===== src/rtl/serial_add_ctrl_pkg.sv =====
// Shared types and defaults for the bit-serial adder controller.
package serial_add_pkg;
  localparam int DEF_WIDTH = 8;

  typedef enum logic [1:0] {IDLE, RUN, DONE} state_t;
endpackage


===== src/rtl/serial_add_ctrl_if.sv =====
// Request/result bundle between a requester (master) and the serial adder (slave).
interface serial_add_ctrl_if
  import serial_add_pkg::*;
#(
  parameter int WIDTH = DEF_WIDTH
);
  logic             start;
  logic [WIDTH-1:0] a;
  logic [WIDTH-1:0] b;
  logic             busy;
  logic             done;
  logic [WIDTH-1:0] sum;
  logic             cout;

  modport master (output start, a, b, input  busy, done, sum, cout);
  modport slave  (input  start, a, b, output busy, done, sum, cout);
endinterface


===== src/rtl/serial_full_adder.sv =====
// 1-bit full-adder cell: two half adders, carries merged with an OR.
module half_adder (
  input  logic a,
  input  logic b,
  output logic s,
  output logic c
);
  assign s = a ^ b;
  assign c = a & b;
endmodule

module serial_full_adder (
  input  logic a,
  input  logic b,
  input  logic cin,
  output logic s,
  output logic cout
);
  logic s0, c0, c1;

  half_adder u_ha0 (.a(a),  .b(b),   .s(s0), .c(c0));
  half_adder u_ha1 (.a(s0), .b(cin), .s(s),  .c(c1));

  assign cout = c0 | c1;
endmodule


===== src/rtl/serial_add_ctrl.sv =====
// Bit-serial adder: sequences one full-adder cell over WIDTH bits, LSB first,
// carry held in a flop; result presented with a one-cycle done pulse.
module serial_add_ctrl
  import serial_add_pkg::*;
#(
  parameter int WIDTH = DEF_WIDTH
) (
  input  logic            clk,
  input  logic            rst_n,
  serial_add_ctrl_if.slave bus
);
  localparam int              CW       = $clog2(WIDTH);
  localparam logic [CW-1:0]   CNT_LAST = CW'(WIDTH - 1);

  state_t           state, state_nxt;
  logic [WIDTH-1:0] sh_a, sh_b, sum_q;
  logic [CW-1:0]    cnt;
  logic             carry, cout_q;
  logic             fa_s, fa_c;

  serial_full_adder u_fa (
    .a   (sh_a[0]),
    .b   (sh_b[0]),
    .cin (carry),
    .s   (fa_s),
    .cout(fa_c)
  );

  always_ff @(posedge clk or negedge rst_n) begin
    if (!rst_n) state <= IDLE;
    else        state <= state_nxt;
  end

  always_comb begin
    state_nxt = state;
    case (state)
      IDLE:    if (bus.start) state_nxt = RUN;
      RUN:     if (cnt == CNT_LAST) state_nxt = DONE;
      DONE:    state_nxt = IDLE;
      default: state_nxt = IDLE;
    endcase
  end

  // Sum fills from the MSB end so after WIDTH shifts it lands in natural order.
  always_ff @(posedge clk or negedge rst_n) begin
    if (!rst_n) begin
      sh_a   <= '0;
      sh_b   <= '0;
      sum_q  <= '0;
      cnt    <= '0;
      carry  <= 1'b0;
      cout_q <= 1'b0;
    end else begin
      case (state)
        IDLE: if (bus.start) begin
          sh_a   <= bus.a;
          sh_b   <= bus.b;
          carry  <= 1'b0;
          cnt    <= '0;
          sum_q  <= '0;
          cout_q <= 1'b0;
        end
        RUN: begin
          sum_q <= {fa_s, sum_q[WIDTH-1:1]};
          sh_a  <= sh_a >> 1;
          sh_b  <= sh_b >> 1;
          carry <= fa_c;
          cnt   <= cnt + 1'b1;
          if (cnt == CNT_LAST) cout_q <= fa_c;
        end
        default: ;
      endcase
    end
  end

  assign bus.busy = (state != IDLE);
  assign bus.done = (state == DONE);
  assign bus.sum  = sum_q;
  assign bus.cout = cout_q;
endmodule


===== src/flat_wrapper.sv =====
// flat-port wrapper written by rule: the top's interface ports become plain ports
module serial_add_ctrl_flat import serial_add_pkg::*;
#(
  parameter int WIDTH = DEF_WIDTH
)
  (clk, rst_n, bus_start, bus_a, bus_b, bus_busy, bus_done, bus_sum, bus_cout);
  serial_add_ctrl_if #(.WIDTH(WIDTH)) bus_i ();
  input  logic clk;
  input  logic rst_n;
  input wire logic [$bits(bus_i.start)-1:0] bus_start;
  input wire logic [$bits(bus_i.a)-1:0] bus_a;
  input wire logic [$bits(bus_i.b)-1:0] bus_b;
  output wire logic [$bits(bus_i.busy)-1:0] bus_busy;
  output wire logic [$bits(bus_i.done)-1:0] bus_done;
  output wire logic [$bits(bus_i.sum)-1:0] bus_sum;
  output wire logic [$bits(bus_i.cout)-1:0] bus_cout;
  assign bus_i.start = bus_start;
  assign bus_i.a = bus_a;
  assign bus_i.b = bus_b;
  assign bus_busy = bus_i.busy;
  assign bus_done = bus_i.done;
  assign bus_sum = bus_i.sum;
  assign bus_cout = bus_i.cout;
  serial_add_ctrl #(.WIDTH(WIDTH)) u_core (.clk(clk), .rst_n(rst_n), .bus(bus_i));
endmodule

===== config.mk =====
export PLATFORM = sky130hd
export DESIGN_NAME = serial_add_ctrl_flat
export DESIGN_NICKNAME = d
export VERILOG_FILES = /design/src/rtl/serial_add_ctrl_pkg.sv /design/src/rtl/serial_add_ctrl_if.sv /design/src/rtl/serial_full_adder.sv /design/src/rtl/serial_add_ctrl.sv /design/src/flat_wrapper.sv
export SDC_FILE = /design/constraint.sdc
export NUM_CORES = 1
export LEC_CHECK = 0
export ABC_AREA = 1
export CORE_ASPECT_RATIO = 0.6
export CORE_MARGIN = 2
export CORE_UTILIZATION = 30
export DETAILED_ROUTE_END_ITERATION = 12
export PLACE_DENSITY = 0.59
export SYNTH_ARGS = -nofsm -noshare
export SYNTH_HDL_FRONTEND = slang
export SYNTH_HIERARCHICAL = 1
export SYNTH_SLANG_ARGS = --single-unit
export TNS_END_PERCENT = 1

===== constraint.sdc =====
create_clock -name clk -period 1.9 [get_ports clk]
set_input_delay 0.19 -clock clk [delete_from_list [all_inputs] [get_ports clk]]
set_output_delay 0.19 -clock clk [all_outputs]
set_load 0.005 [all_outputs]

==> results of run 1 <==
## cell usage after synthesis
master                    instances
sky130_fd_sc_hd__buf_6            4
sky130_fd_sc_hd__inv_4            1
sky130_fd_sc_hd__o21ai_0          3
sky130_fd_sc_hd__nand2_8          2
sky130_fd_sc_hd__dfrtp_1         31
sky130_fd_sc_hd__nor2_1           4
sky130_fd_sc_hd__a21oi_2          1
sky130_fd_sc_hd__ha_1             4
sky130_fd_sc_hd__buf_4            7
sky130_fd_sc_hd__nand2_4          1
sky130_fd_sc_hd__nand3_1         42
sky130_fd_sc_hd__inv_1            6
sky130_fd_sc_hd__nand2_1         83
## placed cells by master, fill, tap and decap left out, drive strengths merged
cell type / netlist / final
a21oi: 1 / 1
buf: 11 / 3
bufinv: 0 / 1
clkbuf: 0 / 6
clkdlybuf4s50: 0 / 29
clkinv: 0 / 1
dfrtp: 31 / 31
ha: 4 / 4
inv: 7 / 7
nand2: 86 / 86
nand3: 42 / 42
nor2: 4 / 4
o21ai: 3 / 3
## power groups by stage
stage	clock network [mW]	registers [mW]	logic, mW
6_report	0.663	1.11	1.24
3_3_place_gp	0	1.12	1.25
4_1_cts	0.680	1.11	1.26
5_1_grt	0.720	1.15	1.42
2_1_floorplan	0	1.08	0.953
3_5_place_dp	0	1.12	1.25
## cell type report
type / count / area [µm²] / share of cell area
inverters: 7 / 28.8 / 0.0145
well taps: 66 / 82.6 / 0.0417
multi-input cells: 140 / 662 / 0.334
flip-flops and latches: 31 / 776 / 0.392
clock inverters: 2 / 35.0 / 0.0177
clock buffers: 6 / 82.6 / 0.0417
repair buffers: 32 / 313 / 0.158
## through the flow
stage	setup WS (ns)	std cells
floorplan	0.739	189
global placement	0.424	276
detailed placement	0.427	276
CTS	0.246	284
global route	0.156	284
finish	0.276	284
## per-layer routing
| metal | share of wire | wire, µm |
|---|---|---|
| met5 | 0 | 0 |
| met4 | 0.0030 | 10 |
| met3 | 0.051 | 169 |
| met2 | 0.39 | 1310 |
| met1 | 0.55 | 1840 |
## sequential cells by signal, summed over array words and instances, names as in the netlist
register / flops
u_core/carry: 1
u_core/cnt: 3
u_core/bus.sum: 8
u_core/bus.cout: 1
u_core/sh_a: 8
u_core/state: 2
u_core/sh_b: 8
## logic make-up after synthesis
logic type | after synthesis | synth area share
fa+ha+maj | 4 | 0.0320
compound gates | 4 | 0.0152
buf+inv | 18 | 0.0808
simple gates | 132 | 0.376
flops | 31 | 0.496
## how the worst min path moves through the flow
stage,from,end,slack (ns),cells past startpoint
global placement,u_core/cnt[0]$_DFFE_PN0P_,u_core/cnt[0]$_DFFE_PN0P_,0.48,1
floorplan,rst_n,u_core/bus.cout$_DFFE_PN0P_,-0.11,0
detailed placement,u_core/cnt[0]$_DFFE_PN0P_,u_core/cnt[0]$_DFFE_PN0P_,0.48,1
CTS,rst_n,u_core/sh_a[4]$_DFFE_PN0P_,0.32,2
global route,rst_n,u_core/state[0]$_DFFE_PN0P_,0.34,2
finish,rst_n,u_core/state[0]$_DFFE_PN0P_,0.31,2
==> summary.md, run 1 <==
| Metric | Value |
|---|---|
| Destination of the critical timing path | `bus_done` |
| Post-cts gate resize count | `0` |
| Core Box Area | `5030 µm²` |
| Number of cells traversed by the worst register-to-register path | `5` |
| Cells traversed along the worst timing path | `inv_4 -> nor2_1 -> clkdlybuf4s50_1` |
| Global route total overflow | `0` |
| Yosys warning count | `6` |
| Via density | `4.39` |
| Cell area after layout | `1980 µm²` |
| Minimum clock period after layout | `1.62 ns` |
| Final slew viol count | `0` |
| Global-route track usage on met2 | `0.153` |
| Final hold viol count | `0` |
| Worst Setup Start Kind | `flip-flop` |
| Number of nets at the end of the flow | `240` |
| Post-DP Area | `1860 µm²` |
| Internal Dissipation | `1.89 mW` |
| Most used routing layer | `met1` |
| Fraction of layout instances using a drive strength above 1 | `0.0734` |
| Switching Share | `0.373` |
| First-pass GRT wire length | `5330 µm` |
| Worst setup path category | `flip-flop to output port` |
| Actual transition at the worst max-transition pin | `0.394 ns` |
| CTS sink count | `31` |
| DP Wirelength | `2140 µm` |
| Die Area | `5830 µm²` |
| Aggregate routed wire length | `3330 µm` |
| CTS H-tree lvls | `2` |
| GP Congestion | `0.747` |
| Maximum number of buffers from clock root to sink | `2` |
| Critical path launch point | `u_core/state[1]$_DFFE_PN0P_` |
| Buffers & Inverters on Critical Path | `2` |
| Top-Level Pins | `30` |
| Synth top area share | `0.496` |
| Worst hold-check path type | `input pin to asynchronous set/reset pin` |
| Power per unit of standard cell area | `1520 nW/µm²` |
| Outcome | `complete, no violations` |
| Cell count after synthesis | `189` |
| Worst stage delay on the critical path | `0.45 ns` |
| Largest cells by area after synthesis | `sky130_fd_sc_hd__dfrtp_1 50%, sky130_fd_sc_hd__nand2_1 20%, sky130_fd_sc_hd__nand3_1 13%` |
| Buffers inserted by post-CTS timing repair | `0` |
| Clock slew at reported path FFs | `0.07 ns` |
| Slowest library cell on the worst path | `sky130_fd_sc_hd__clkdlybuf4s50_1` |
| Count of fill cells added during filler insertion | `513` |
| Yosys reg bits | `31` |
| Routed WL per cell | `11.7 µm` |
| Iteration-0 DRC count of the detailed router | `96` |
| Final cell utilization of the core | `0.394` |
| Leakage | `1.03 nW` |
| Total stage count of the critical path | `3` |
| Met3 routing resource usage after global routing | `0.0468` |
| Final clock period utilization by the worst path | `0.855` |
| Part of the power in combinational logic | `0.411` |
| Count of nets left with antenna violations after detail routing | `0` |
| Worst reg2reg endpoint | `u_core/cnt[0]$_DFFE_PN0P_` |
| Vert. Die Dim | `59.9 µm` |
| Number of design rule violations left after detail routing | `0` |
| Arrival time of the worst setup path | `1.43 ns` |
| Maximum fanout along the worst path | `18` |
| Unrepaired setup endpoints after global routing | `no` |
| Pin count of the biggest net entering global routing | `34` |
| Top cell family by delay on the critical path | `buffers and inverters` |
| Worst EP required | `1.71 ns` |
| Overall Global Routing Usage | `0.118` |
| Number of antenna violations at the first check in global routing | `0` |
| Total number of vias | `1,247` |
| Initial cell density of the core | `0.311` |
| Max Cap Violations | `0` |
| Syn Nets | `212` |
| Min Hold Slack | `0.309 ns` |
| Maximum ir drop on the vdd rail | `361 µV` |
| Detailed-router iteration count before antenna repair | `4` |
| Post-synth top area cell | `sky130_fd_sc_hd__dfrtp_1` |
| Clock latency of the later-clocked register in the worst-skew pair | `0.28 ns` |
| TritonCTS clock tree | `built` |
| Setup skew after layout | `0.00381 ns` |
| Worst reg2reg startpoint | `u_core/state[0]$_DFFE_PN0P_` |
| Sequential area share after synthesis | `0.496` |
| P_sw | `1.12 mW` |
| CTS root buffer | `sky130_fd_sc_hd__clkbuf_8` |
| Average footprint of a synthesized cell | `8.28 µm²` |
| Global routing usage on met1 | `0.180` |
| Number of placement rows | `20` |
| Antenna fix cells | `0` |
| Critical path capture point type | `output port` |
| Number of global-route vias before repair | `1,087` |
| TNS Setup | `0 ns` |
| Worst R2R Setup Slack | `0.43 ns` |
| Maximum achievable frequency | `616 MHz` |
| Layout Area Growth over Synthesis | `26.6%` |
| Final setup vio count | `0` |
| Sequential Power Share | `0.369` |
| Mapped cell area | `1560 µm²` |
| IO Port Bufs | `29` |
| Relative slew slack | `0.737` |
| Total CTS buffers | `5` |
| Total chip power | `3.01 mW` |
| Clk pwr share | `0.220` |
| Die X | `97.2 µm` |
| Count of distinct cell types in the synthesized netlist | `13` |
| Number of hold-repair buffers added at the cts stage | `0` |
(Power assumes the default switching activity.)
==> inputs of run 2 (changes only) <==
==> constraint.sdc (replaced) <==
create_clock -name clk -period 1.7 [get_ports clk]
set_input_delay 0.17 -clock clk [delete_from_list [all_inputs] [get_ports clk]]
set_output_delay 0.17 -clock clk [all_outputs]
set_load 0.005 [all_outputs]
==> summary.md, run 2 (same netlist as run 1, synthesis figures left out) <==
| Metric | Value |
|---|---|
| Count of nets left with antenna violations after detail routing | `0` |
| Aggregate routed wire length | `3480 µm` |
| Minimum clock period after layout | `1.64 ns` |
| Worst hold-check path type | `input pin to asynchronous set/reset pin` |
| Final clock period utilization by the worst path | `0.965` |
| Number of design rule violations left after detail routing | `0` |
| Total chip power | `3.18 mW` |
| Buffers inserted by post-CTS timing repair | `0` |
| Number of hold-repair buffers added at the cts stage | `0` |
| Area of the multi-input gates | `664 µm²` |
| Most frequent cells in the layout | `83 x sky130_fd_sc_hd__nand2_1, 42 x sky130_fd_sc_hd__nand3_1, 31 x sky130_fd_sc_hd__dfrtp_1, 29 x sky130_fd_sc_hd__clkdlybuf4s50_1, 6 x sky130_fd_sc_hd__inv_1` |
| Post-DP Area | `1860 µm²` |
| Final slew viol count | `0` |
| GP Congestion | `0.739` |
| Die X | `97.2 µm` |
| Sequential Area | `776 µm²` |
| CTS sink count | `31` |
| CTS root buffer | `sky130_fd_sc_hd__clkbuf_8` |
| Most common cell after layout, fill and taps aside | `sky130_fd_sc_hd__nand2_1` |
| Clock slew at reported path FFs | `0.06 ns` |
| Worst R2R Setup Slack | `0.32 ns` |
| Number of nets at the end of the flow | `240` |
| Routed WL per cell | `12.2 µm` |
| Number of global-route vias before repair | `1,216` |
| Worst reg2reg startpoint | `u_core/state[1]$_DFFE_PN0P_` |
| First-pass GRT wire length | `5860 µm` |
| Arrival time of the worst setup path | `1.47 ns` |
| IO Port Bufs | `29` |
| Worst reg2reg endpoint | `u_core/sh_a[0]$_DFFE_PN0P_` |
| Total number of vias | `1,269` |
| Min Hold Slack | `0.280 ns` |
| Worst Setup Start Kind | `flip-flop` |
| Critical path capture point type | `output port` |
| TNS Setup | `0 ns` |
| Unrepaired setup endpoints after global routing | `no` |
| Vert. Die Dim | `59.9 µm` |
| Final setup vio count | `0` |
| Maximum number of buffers from clock root to sink | `2` |
| Max Cap Violations | `0` |
| Overall Global Routing Usage | `0.131` |
| Maximum ir drop on the vdd rail | `529 µV` |
| Outcome | `complete, no violations` |
| Clock latency of the later-clocked register in the worst-skew pair | `0.28 ns` |
| Initial cell density of the core | `0.311` |
| Fraction of layout instances using a drive strength above 1 | `0.0688` |
| Power per unit of standard cell area | `1640 nW/µm²` |
| Leakage | `1.01 nW` |
| Top-Level Pins | `30` |
| TritonCTS clock tree | `built` |
| Maximum fanout along the worst path | `5` |
| CTS H-tree lvls | `2` |
| Number of antenna violations at the first check in global routing | `0` |
| Worst EP required | `1.53 ns` |
| Number of cells traversed by the worst register-to-register path | `7` |
| Count of fill cells added during filler insertion | `504` |
| Setup skew after layout | `0.00465 ns` |
| Relative slew slack | `0.727` |
| Actual transition at the worst max-transition pin | `0.410 ns` |
| Global route total overflow | `0` |
| Iteration-0 DRC count of the detailed router | `82` |
| Cell area after layout | `1950 µm²` |
| Via density | `4.47` |
| Core Box Area | `5030 µm²` |
| Die Area | `5830 µm²` |
| Final hold viol count | `0` |
| DP Wirelength | `2300 µm` |
| Detailed-router iteration count before antenna repair | `4` |
| Maximum achievable frequency | `610 MHz` |
| Antenna fix cells | `0` |
| Number of placement rows | `20` |
| Total CTS buffers | `5` |
| Worst setup path category | `flip-flop to output port` |
| Pin count of the biggest net entering global routing | `32` |
| Layout Area Growth over Synthesis | `24.4%` |
## run 2: report_power, final
group	switching, mW	internal, mW	leakage (nW)	total, mW
clock	0.267	0.287	0.0422	0.553
sequential	0.216	1.05	0.399	1.26
combinational	0.774	0.592	0.566	1.37
total	1.26	1.93	1.01	3.18
## run 2: metrics by stage
stage | utilization | std cells | setup slack, ns
after floorplan | - | 189 | 0.539
after global placement | 0.370 | 276 | 0.265
after detailed placement | 0.370 | 276 | 0.257
after CTS | 0.387 | 284 | 0.0467
after global routing | 0.387 | 284 | 0.0116
final | 0.387 | 284 | 0.0593
## run 2: per-layer routing
metal  track usage  vias up  share of wire  wire length, µm
met1         0.190      579           0.54             1890
met3        0.0468        5          0.058              201
met5             0        -              0                0
li1              -      657              -                -
met2         0.177       28           0.38             1340
met4        0.0536        0          0.013               44
## run 2: layout make-up
class                           instances  share of cell area
Multi-Input combinational cell        140               0.341
Sequential cell                        31               0.399
Inverter                                7              0.0148
Tap cell                               66              0.0424
Clock inverter                          1             0.00257
Clock buffer                            7              0.0392
Timing Repair Buffer                   32               0.161
## run 2: critical path, cell delays in order (launching register included)
cell                              delay, ns
sky130_fd_sc_hd__dfrtp_1               0.52
sky130_fd_sc_hd__nor2_1                0.12
sky130_fd_sc_hd__inv_1                 0.06
sky130_fd_sc_hd__clkdlybuf4s50_1       0.49
## run 2: worst max path at each step
stage	start	to	slack [ns]	depth (start not counted)
6_report	u_core/state[0]$_DFFE_PN0P_	bus_busy	0.06	3
5_1_grt	u_core/state[0]$_DFFE_PN0P_	bus_busy	0.01	3
4_1_cts	u_core/state[0]$_DFFE_PN0P_	bus_done	0.05	2
3_5_place_dp	bus_start	u_core/bus.sum[7]$_DFFE_PN0P_	0.26	4
3_3_place_gp	bus_start	u_core/bus.sum[7]$_DFFE_PN0P_	0.27	4
2_1_floorplan	u_core/sh_a[0]$_DFFE_PN0P_	u_core/bus.sum[7]$_DFFE_PN0P_	0.54	4
## run 2: what timing repair did
action	in CTS	in global routing
gates resized for setup	1	0
endpoints found under the setup margin	1	0
hold endpoints to repair	0	0
==> inputs of run 3 (changes only) <==
--- a/config.mk
+++ b/config.mk
@@ -5,12 +5,11 @@
 export SDC_FILE = /design/constraint.sdc
 export NUM_CORES = 1
 export LEC_CHECK = 0
-export ABC_AREA = 1
 export CORE_ASPECT_RATIO = 0.6
 export CORE_MARGIN = 2
 export CORE_UTILIZATION = 30
 export DETAILED_ROUTE_END_ITERATION = 12
-export PLACE_DENSITY = 0.59
+export PLACE_DENSITY = 0.6
 export SYNTH_ARGS = -nofsm -noshare
 export SYNTH_HDL_FRONTEND = slang
 export SYNTH_HIERARCHICAL = 1
==> constraint.sdc (replaced) <==
create_clock -name clk -period 1.7 [get_ports clk]
set_input_delay 0.17 -clock clk [delete_from_list [all_inputs] [get_ports clk]]
set_output_delay 0.17 -clock clk [all_outputs]
set_load 0.1 [all_outputs]
==> summary.md, run 3 <==
| Metric | Value |
|---|---|
| Pin count of the biggest net entering global routing | `32` |
| Synth top area share | `0.535` |
| IO Port Bufs | `29` |
| Worst R2R Setup Slack | `0.15 ns` |
| Die X | `93.7 µm` |
| Power per unit of standard cell area | `2050 nW/µm²` |
| Antenna fix cells | `0` |
| Maximum fanout along the worst path | `12` |
| DP Wirelength | `2190 µm` |
| Top-Level Pins | `30` |
| Clock latency of the later-clocked register in the worst-skew pair | `0.28 ns` |
| Number of design rule violations left after detail routing | `0` |
| Most used routing layer | `met1` |
| Min Hold Slack | `0.285 ns` |
| Worst hold-check path type | `input pin to asynchronous set/reset pin` |
| Most used flip-flop cell after synthesis | `sky130_fd_sc_hd__dfrtp_1` |
| Core Box Area | `4610 µm²` |
| Worst Setup Start Kind | `flip-flop` |
| CTS root buffer | `sky130_fd_sc_hd__clkbuf_8` |
| Number of antenna violations at the first check in global routing | `0` |
| Routed WL per cell | `15.7 µm` |
| Clock slew at reported path FFs | `0.06 ns` |
| Slowest library cell on the worst path | `sky130_fd_sc_hd__dfrtp_2` |
| Post-synth top area cell | `sky130_fd_sc_hd__dfrtp_1` |
| Most frequent cells in the layout | `30 x sky130_fd_sc_hd__dfrtp_1, 18 x sky130_fd_sc_hd__clkdlybuf4s50_1, 14 x sky130_fd_sc_hd__or4b_1, 14 x sky130_fd_sc_hd__o221a_2` |
| Number of global-route vias before repair | `1,040` |
| Final slew viol count | `0` |
| Final cell utilization of the core | `0.433` |
| Final setup vio count | `0` |
| Post-route non-filler standard cell count | `204` |
| Cell area after layout | `2000 µm²` |
| Total number of vias | `1,049` |
| Number of placement rows | `19` |
| Vert. Die Dim | `57.8 µm` |
| Number of cells traversed by the worst register-to-register path | `3` |
| Leading cell type by number of instances after synthesis | `sky130_fd_sc_hd__dfrtp_1` |
| Met3 routing resource usage after global routing | `0.0429` |
| Critical path capture point type | `output port` |
| Outcome | `complete, no violations` |
| Relative slew slack | `0.473` |
| Worst reg2reg endpoint | `u_core/bus.sum[1]$_DFFE_PN0P_` |
| Cells traversed along the worst timing path | `buf_4 -> or2_2 -> buf_12` |
| Post-DP Area | `1920 µm²` |
| Syn Nets | `131` |
| Via density | `5.14` |
| Initial cell density of the core | `0.314` |
| Total CTS buffers | `5` |
| CTS sink count | `31` |
| Ys async rst share | `1.00` |
| Fraction of layout instances using a drive strength above 1 | `0.305` |
| Number of enable-type register cells in the synthesized netlist | `0` |
| Maximum ir drop on the vdd rail | `1060 µV` |
| Average footprint of a synthesized cell | `13.4 µm²` |
| Arrival time of the worst setup path | `1.43 ns` |
| Leakage | `0.845 nW` |
| Global-route track usage on met2 | `0.176` |
| First-pass GRT wire length | `5220 µm` |
| Global route total overflow | `0` |
| Total chip power | `4.10 mW` |
| Sequential area share after synthesis | `0.535` |
| Top cell family by delay on the critical path | `flip-flops` |
| Aggregate routed wire length | `3200 µm` |
| TritonCTS clock tree | `built` |
| Commonest cells in the synthesized netlist | `31 x sky130_fd_sc_hd__dfrtp_1, 14 x sky130_fd_sc_hd__o221a_2, 14 x sky130_fd_sc_hd__or4b_1, 11 x sky130_fd_sc_hd__a22o_1, 7 x sky130_fd_sc_hd__buf_2` |
| Maximum achievable frequency | `626 MHz` |
| Die Area | `5420 µm²` |
| Max Cap Violations | `0` |
| Final hold viol count | `0` |
| Unrepaired setup endpoints after global routing | `no` |
| Actual transition at the worst max-transition pin | `0.789 ns` |
| Iteration-0 DRC count of the detailed router | `75` |
| CTS H-tree lvls | `2` |
| Buffers & Inverters on Critical Path | `2` |
| Largest cells by area after synthesis | `sky130_fd_sc_hd__dfrtp_1 54%, sky130_fd_sc_hd__o221a_2 11%, sky130_fd_sc_hd__or4b_1 9.7%` |
| Worst reg2reg startpoint | `u_core/state[0]$_DFFE_PN0P_` |
| Placed cell count | `197` |
| Worst stage delay on the critical path | `0.48 ns` |
| Setup skew after layout | `0.00370 ns` |
| Global routing usage on met1 | `0.182` |
| Count of distinct cell types in the synthesized netlist | `26` |
| Cell count after synthesis | `108` |
| Worst EP required | `1.53 ns` |
| Yosys warning count | `6` |
| GP Congestion | `0.717` |
| Mapped cell area | `1450 µm²` |
| Overall Global Routing Usage | `0.128` |
| Minimum clock period after layout | `1.60 ns` |
| Final clock period utilization by the worst path | `0.940` |
| Count of nets left with antenna violations after detail routing | `0` |
| Number of nets at the end of the flow | `165` |
| Yosys reg bits | `31` |
| Maximum number of buffers from clock root to sink | `2` |
| Detailed-router iteration count before antenna repair | `4` |
| Worst setup path category | `flip-flop to output port` |
| Layout Area Growth over Synthesis | `37.8%` |
| Most common cell after layout, fill and taps aside | `sky130_fd_sc_hd__dfrtp_1` |
[run 3: worst max-delay path by stage]
| stage | depth (start not counted) | endpoint | from | slack (ns) |
|---|---|---|---|---|
| global placement | 4 | u_core/bus.sum[1]$_DFFE_PN0P_ | bus_start | 0.06 |
| detailed placement | 4 | u_core/bus.sum[1]$_DFFE_PN0P_ | bus_start | -0.04 |
| CTS | 3 | bus_busy | u_core/state[1]$_DFFE_PN0P_ | 0.03 |
| floorplan | 2 | bus_done | u_core/state[0]$_DFFE_PN0P_ | 0.11 |
| finish | 3 | bus_busy | u_core/state[1]$_DFFE_PN0P_ | 0.10 |
| global route | 3 | u_core/bus.sum[1]$_DFFE_PN0P_ | u_core/state[0]$_DFFE_PN0P_ | 0.04 |
[run 3: what timing repair did]
item | in CTS | in global routing
hold buffers | 0 | 0
resized for setup | 1 | 0
endpoints found under the hold margin | 0 | 0
setup endpoints to repair | 2 | 1
gates cloned | 0 | 0
setup buffers | 0 | 1
pin swaps | 0 | 0
[run 3: logic make-up (layout without fill, tap and decap cells)]
group	Yosys count	count (layout)	share of synthesized area
AOI/OAI and AO/OA	31	31	0.209
DFF	31	31	0.535
and+or+nand+nor	28	28	0.163
buffers and inverters	13	46	0.0509
adders and majority gates	4	4	0.0345
muxes	1	1	0.00691
[run 3: area by class of cell]
type,instances,area (µm²)
inverters,1,3.75
well taps,63,78.8
flip-flops and latches,31,777
repair buffers,39,463
clock buffers,6,72.6
fillers,455,2620
multi-input cells,64,602
[run 3: power breakdown]
group,internal (mW),switching [mW]
Combinational,0.984,1.27
Clock,0.272,0.235
Sequential,1.07,0.260
[run 3: layer usage]
layer,wire length [µm],vias to the layer above,share of wire
li1,-,496,-
met1,1640,524,0.51
met2,1400,26,0.44
met3,133,3,0.042
met4,28,0,0.0088
met5,0,-,0
[run 3: metrics by stage]
stage / TNS, ns / setup slack, ns
2_1_floorplan: 0 / 0.106
3_3_place_gp: 0 / 0.0649
3_5_place_dp: -0.167 / -0.0365
4_1_cts: 0 / 0.0254
5_1_grt: 0 / 0.0406
6_report: 0 / 0.102
